<file path="config.mk">
export PLATFORM = sky130hd
export DESIGN_NAME = mem_port_sched
export DESIGN_NICKNAME = d
export VERILOG_FILES = /design/src/rtl/mem_port_sched.sv
export SDC_FILE = /design/constraint.sdc
export NUM_CORES = 1
export LEC_CHECK = 0
export CORE_MARGIN = 5
export CORE_UTILIZATION = 41
export DETAILED_ROUTE_END_ITERATION = 12
export HOLD_SLACK_MARGIN = 0.12
export PLACE_DENSITY_LB_ADDON = 0.2
export REMOVE_ABC_BUFFERS = 1
export SLEW_MARGIN = 25
export SYNTH_ARGS = -nofsm -noshare
export SYNTH_HDL_FRONTEND = slang
export SYNTH_SLANG_ARGS = --single-unit
export TNS_END_PERCENT = 50
</file>
<file path="constraint.sdc">
create_clock -name ACLK -period 4.55 [get_ports ACLK]
set_input_delay 0.6825 -clock ACLK [delete_from_list [all_inputs] [get_ports ACLK]]
set_output_delay 0.6825 -clock ACLK [all_outputs]
set_load 0.02 [all_outputs]
</file>
<file path="src/rtl/mem_port_sched.sv">
// mem_port_sched: schedules one read-burst port, one write-burst port and a
// backdoor single-word writer onto a single-ported (one op per cycle) RAM.
//
// Handshake semantics: rd_req/wr_req are held until the matching one-cycle
// gnt pulse. A read beat transfers on a rising edge where rd_valid && rd_ready;
// rd_data/rd_last stay stable while rd_valid && !rd_ready. A write beat
// transfers on a rising edge where wr_valid && wr_ready. bd_en has no
// handshake and always takes the RAM write port in its cycle.
module mem_port_sched #(
  parameter int DATA_WIDTH = 32,
  parameter int ADDR_WIDTH = 32,
  parameter int RAM_AW     = 16
) (
  input  logic                  ACLK,
  input  logic                  ARESET,
  input  logic                  rd_req,
  input  logic [ADDR_WIDTH-1:0] rd_addr,
  input  logic [7:0]            rd_len,
  output logic                  rd_gnt,
  output logic [DATA_WIDTH-1:0] rd_data,
  output logic                  rd_valid,
  output logic                  rd_last,
  input  logic                  rd_ready,
  input  logic                  wr_req,
  input  logic [ADDR_WIDTH-1:0] wr_addr,
  input  logic [7:0]            wr_len,
  output logic                  wr_gnt,
  input  logic [DATA_WIDTH-1:0] wr_data,
  input  logic                  wr_valid,
  input  logic                  wr_last,
  output logic                  wr_ready,
  input  logic                  bd_en,
  input  logic [ADDR_WIDTH-1:0] bd_addr,
  input  logic [DATA_WIDTH-1:0] bd_data,
  output logic                  ram_we,
  output logic [RAM_AW-1:0]     ram_waddr,
  output logic [DATA_WIDTH-1:0] ram_wdata,
  output logic                  ram_re,
  output logic [RAM_AW-1:0]     ram_raddr,
  input  logic [DATA_WIDTH-1:0] ram_rdata,
  output logic                  busy,
  output logic                  err_wlast,
  output logic [1:0]            dbg_state
);

  typedef enum logic [1:0] {
    S_IDLE = 2'd0,
    S_RD   = 2'd1,
    S_WR   = 2'd2
  } state_t;

  localparam logic [RAM_AW-1:0] IDX_ONE = {{(RAM_AW-1){1'b0}}, 1'b1};

  state_t                state_q, state_d;
  logic                  last_wr_q, last_wr_d;     // last grant was a write
  logic [RAM_AW-1:0]     idx_q, idx_d;             // next word index of burst
  logic [8:0]            beats_q, beats_d;         // read: beats to issue; write: beats left
  logic                  inflight_q, inflight_d;   // RAM read returns this cycle
  logic                  inflight_last_q, inflight_last_d;
  logic                  err_q, err_d;

  logic [DATA_WIDTH-1:0] fifo_data_q [2];
  logic                  fifo_last_q [2];
  logic                  fifo_wp_q, fifo_rp_q;
  logic [1:0]            fifo_cnt_q;

  logic                  gnt_rd, gnt_wr, issue, wr_fire, pop, push;
  logic [2:0]            occ;
  logic [RAM_AW-1:0]     bd_idx;

  // Address bits outside the RAM word index are intentionally ignored.
  logic unused_addr_bits;
  assign unused_addr_bits = ^{rd_addr[ADDR_WIDTH-1:RAM_AW+2], rd_addr[1:0],
                              wr_addr[ADDR_WIDTH-1:RAM_AW+2], wr_addr[1:0],
                              bd_addr[ADDR_WIDTH-1:RAM_AW+2], bd_addr[1:0]};

  assign bd_idx = bd_addr[RAM_AW+1:2];
  assign pop    = (fifo_cnt_q != 2'd0) && rd_ready;
  assign push   = inflight_q;
  // Entries held or owed to the FIFO after this cycle's pop, before any new issue.
  assign occ    = {1'b0, fifo_cnt_q} + {2'b00, inflight_q} - {2'b00, pop};

  // Next-state: arbitration, burst address/beat tracking, wr_last checking.
  always_comb begin
    state_d         = state_q;
    last_wr_d       = last_wr_q;
    idx_d           = idx_q;
    beats_d         = beats_q;
    inflight_d      = 1'b0;
    inflight_last_d = 1'b0;
    err_d           = err_q;
    gnt_rd          = 1'b0;
    gnt_wr          = 1'b0;
    issue           = 1'b0;
    wr_fire         = 1'b0;
    case (state_q)
      S_IDLE: begin
        if (rd_req && (!wr_req || last_wr_q)) begin
          gnt_rd    = 1'b1;
          state_d   = S_RD;
          last_wr_d = 1'b0;
          idx_d     = rd_addr[RAM_AW+1:2];
          beats_d   = {1'b0, rd_len} + 9'd1;
        end else if (wr_req) begin
          gnt_wr    = 1'b1;
          state_d   = S_WR;
          last_wr_d = 1'b1;
          idx_d     = wr_addr[RAM_AW+1:2];
          beats_d   = {1'b0, wr_len} + 9'd1;
        end
      end
      S_RD: begin
        if ((beats_q != 9'd0) && !bd_en && (occ < 3'd2)) begin
          issue           = 1'b1;
          idx_d           = idx_q + IDX_ONE;
          beats_d         = beats_q - 9'd1;
          inflight_d      = 1'b1;
          inflight_last_d = (beats_q == 9'd1);
        end
        if (pop && fifo_last_q[fifo_rp_q]) state_d = S_IDLE;
      end
      S_WR: begin
        wr_fire = wr_valid && !bd_en;
        if (wr_fire) begin
          idx_d   = idx_q + IDX_ONE;
          beats_d = beats_q - 9'd1;
          if (beats_q == 9'd1) begin
            if (!wr_last) err_d = 1'b1;
            state_d = S_IDLE;
          end else if (wr_last) begin
            err_d = 1'b1;
          end
        end
      end
      default: state_d = S_IDLE;
    endcase
  end

  // Control state registers.
  always_ff @(posedge ACLK) begin
    if (ARESET) begin
      state_q         <= S_IDLE;
      last_wr_q       <= 1'b1;
      idx_q           <= '0;
      beats_q         <= '0;
      inflight_q      <= 1'b0;
      inflight_last_q <= 1'b0;
      err_q           <= 1'b0;
    end else begin
      state_q         <= state_d;
      last_wr_q       <= last_wr_d;
      idx_q           <= idx_d;
      beats_q         <= beats_d;
      inflight_q      <= inflight_d;
      inflight_last_q <= inflight_last_d;
      err_q           <= err_d;
    end
  end

  // Two-entry read-data FIFO fed by the RAM one cycle after each issue.
  always_ff @(posedge ACLK) begin
    if (ARESET) begin
      fifo_data_q[0] <= '0;
      fifo_data_q[1] <= '0;
      fifo_last_q[0] <= 1'b0;
      fifo_last_q[1] <= 1'b0;
      fifo_wp_q      <= 1'b0;
      fifo_rp_q      <= 1'b0;
      fifo_cnt_q     <= 2'd0;
    end else begin
      if (push) begin
        fifo_data_q[fifo_wp_q] <= ram_rdata;
        fifo_last_q[fifo_wp_q] <= inflight_last_q;
        fifo_wp_q              <= ~fifo_wp_q;
      end
      if (pop) fifo_rp_q <= ~fifo_rp_q;
      fifo_cnt_q <= fifo_cnt_q + {1'b0, push} - {1'b0, pop};
    end
  end

  // Outputs; everything is forced quiet while reset is asserted.
  always_comb begin
    rd_gnt    = gnt_rd & ~ARESET;
    wr_gnt    = gnt_wr & ~ARESET;
    rd_valid  = (fifo_cnt_q != 2'd0) & ~ARESET;
    rd_data   = rd_valid ? fifo_data_q[fifo_rp_q] : '0;
    rd_last   = rd_valid & fifo_last_q[fifo_rp_q];
    wr_ready  = (state_q == S_WR) & ~bd_en & ~ARESET;
    ram_we    = (bd_en | wr_fire) & ~ARESET;
    ram_waddr = '0;
    ram_wdata = '0;
    if (ram_we) begin
      ram_waddr = bd_en ? bd_idx : idx_q;
      ram_wdata = bd_en ? bd_data : wr_data;
    end
    ram_re    = issue & ~ARESET;
    ram_raddr = ram_re ? idx_q : '0;
    busy      = (state_q != S_IDLE) & ~ARESET;
    err_wlast = err_q & ~ARESET;
    dbg_state = ARESET ? S_IDLE : state_q;
  end

endmodule

</file>
==> results_dict.tcl <==
set metrics [dict create \
    outcome "finished, final reports clean" \
    dp_hpwl_mm 15.1 \
    drcViolationCount 0 \
    cp_slowest_stage_delay_ns 0.39 \
    maxCapViolCount 0 \
    synth_most_common_cell "nor2_1" \
    clk_pin_slew_ns 0.07 \
    p_leak_nw 3.91 \
    min_period_ns 4.24 \
    finClkSkew_ns 0.00856 \
    wirelength_mm 20.6 \
    cts_root_buf "clkbuf_16" \
    synth_mux_area_share_pct 15.0 \
    endpoint_kind "primary output" \
    synth_top_family_by_area "simple AND/OR/NAND/NOR gates" \
    setup-tns-final_ns 0 \
    hold_viol 0 \
    track_usage_pct 21.5 \
    start_kind "input pin" \
    crit_family "buffers and inverters" \
    hold_ws_ns 0.499 \
    grt_pass1_wl_mm 31.3 \
    viasPerCell 5.27 \
    required_ns 3.87 \
    rows 45 \
    worstPathArrival_ns 3.56 \
    min_period_over_period_pct 93.3 \
    synth_compound_area_share_pct 12.0 \
    p_per_area_nw_per_um2 405 \
    ys.flop_type "edfxtp_1" \
    synth-edff-count 66 \
    place_congestion 0.898 \
    drive_gt1_share_pct 5.53 \
    syn_area_sq_um 6460 \
    cts.sinks 102 \
    yosys.area_share.adder_pct 2.44 \
    critical_path_class "input pin to primary output" \
    antenna_found_initial 0 \
    nNetsFinal 1164 \
    crit_path_max_fanout 18 \
    drt-pass1-iter-count 5 \
    path_cells "clkdlybuf4s50_1 > o21ai_0 > inv_1 > ha_1 > inv_1 > ha_1 > fa_1 > xnor2_1 > or3_4 > nor4b_2 > buf_4 > and2_1 > dlygate4sd2_1" \
    max_freq_ghz 0.236 \
    dieArea_sq_um 18400 \
    vias 6082 \
    cpMaxStageDelayCell "clkdlybuf4s50_1" \
    wl_per_cell_um 17.8 \
    grt_max_degree 50 \
    clockBufferDepth 2 \
    dieHeight_um 136 \
    core-area_sq_um 15300 \
    yosys.area.top_type "edfxtp_1" \
    drt_iter0_markers 487 \
    synthCells 684 \
    cts_tree "yes" \
    ir_drop_v 0.000225 \
    async_flop_share_pct 0 \
    fillers 1320 \
    ys_seq_elements 102 \
    ys_top_cells_by_area "edfxtp_1 31%, mux2i_1 14%, dfxtp_1 11%" \
    ys_top_cells_by_count "98 x nor2_1, 90 x mux2i_1, 82 x and2_1" \
    syn_avg_cell_area_sq_um 9.44 \
    yosys_warnings 0 \
    postRouteAntennaNets 0 \
    synthSimpleGateAreaFrac_pct 23.2 \
    syn_to_final_growth_pct 50.3 \
    ios 323 \
    setup_viol 0 \
    synth_xor_area_share_pct 1.49 \
    grt_pass1_vias 5740 \
    ys_types 64 \
    initial_utilization_pct 42.2 \
    cts_hold_buf 0 \
    cts_buffers 9 \
    relSlewSlack_pct 43.7 \
    slew_viol_final 0 \
    grt_remaining_overflow 0 \
    yosys.area.top_type_share_pct 30.7 \
    rsz0062_at_grt "no" \
    yosysSeqAreaShare_pct 41.8 \
    htreeDepth 3 \
    crit_buf_inv 5 \
    hold_class "register to register" \
    p_total_mw 3.93 \
    clock_latency_ns 0.34 \
    die_w_um 136 \
    portBuffers 274 \
    worstMarginPinSlew_ns 0.844 \
]
report_power, final:
| part | switching, mW | internal [mW] | leakage (nW) | total (mW) |
|---|---|---|---|---|
| Clock | 0.332 | 0.369 | 0.130 | 0.702 |
| Sequential | 0.232 | 1.15 | 0.979 | 1.38 |
| Combinational | 0.998 | 0.850 | 2.80 | 1.85 |
stage by stage:
step	instance area, sq um	cells	util [%]	setup WS [ns]
finish	9710	1153	63.4	0.306
global route	9710	1152	63.4	0.145
CTS	9660	1151	63.1	0.00917
detailed placement	9390	1135	61.3	0.0203
global placement	9390	1135	61.3	0.0738
floorplan	6270	636	-	0.427
layout by cell type (no fill, tap or decap), types with 18 or more instances in the layout:
cell             instances
inv_1                   18
dfxtp_1                 35
clkdlybuf4s50_1        256
and2_1                  82
o21ai_0                 18
mux2i_1                 90
edfxtp_1                66
nand3_1                 21
nand2_1                 31
nor2_1                  98
path summary, 6_finish.rpt:
kind / startpoint / endpoint / slack (ns) / cells after the start
max: rd_ready / ram_raddr[13] / 0.31 / 13
min: beats_q[8]$_SDFFE_PP0P_ / beats_q[8]$_SDFFE_PP0P_ / 0.50 / 2
max reg2reg: fifo_cnt_q[1]$_SDFF_PP0_ / beats_q[6]$_SDFFE_PP0P_ / 1.21 / 11
min reg2reg: beats_q[8]$_SDFFE_PP0P_ / beats_q[8]$_SDFFE_PP0P_ / 0.50 / 2
tightest hold or removal path, cell delays in order (launching register included):
cell and delay [ns]:
dfxtp_1 0.31, o311ai_0 0.07, o21ai_1 0.06
layer usage:
| metal | global-route usage (%) | share of wire [%] | vias up |
|---|---|---|---|
| li1 | - | - | 2981 |
| met1 | 29.7 | 45 | 2861 |
| met2 | 35.1 | 47 | 233 |
| met3 | 4.79 | 7.2 | 7 |
| met4 | 3.64 | 0.53 | 0 |
| met5 | 0 | 0 | - |
cell families (layout without fill, tap and decap cells):
logic type,count (synthesis),count (layout)
AND/OR/NAND/NOR,291,291
AO/OA/AOI/OAI,106,106
flip-flops,102,102
multiplexers,96,96
buffers and inverters,66,323
adder cells (fa/ha/maj),12,12
XOR/XNOR,11,11
other,0,1
flip-flops by register name (all words and copies together), names as in the netlist, 2 cells and up, named ones only:
name / flops
fifo_data_q: 64
beats_q: 9
idx_q: 16
fifo_last_q: 2
fifo_cnt_q: 2
state_q: 2
final cells by class:
cell class	count	area, sq um	area share, %
Multi-Input combinational cell	516	3500	36.1
Timing Repair Buffer	289	2900	29.8
Sequential cell	102	2710	27.9
Tap cell	211	264	2.72
Clock buffer	10	229	2.36
Inverter	18	67.6	0.696
Clock inverter	6	38.8	0.400
Antenna cell	1	2.50	0.0258
what timing repair did:
action,4_1_cts,5_1_grt
resized for setup,1,16
endpoints found under the setup margin,1,16
buffers inserted,0,1
Note: power is estimated with default switching activity, not from simulation.
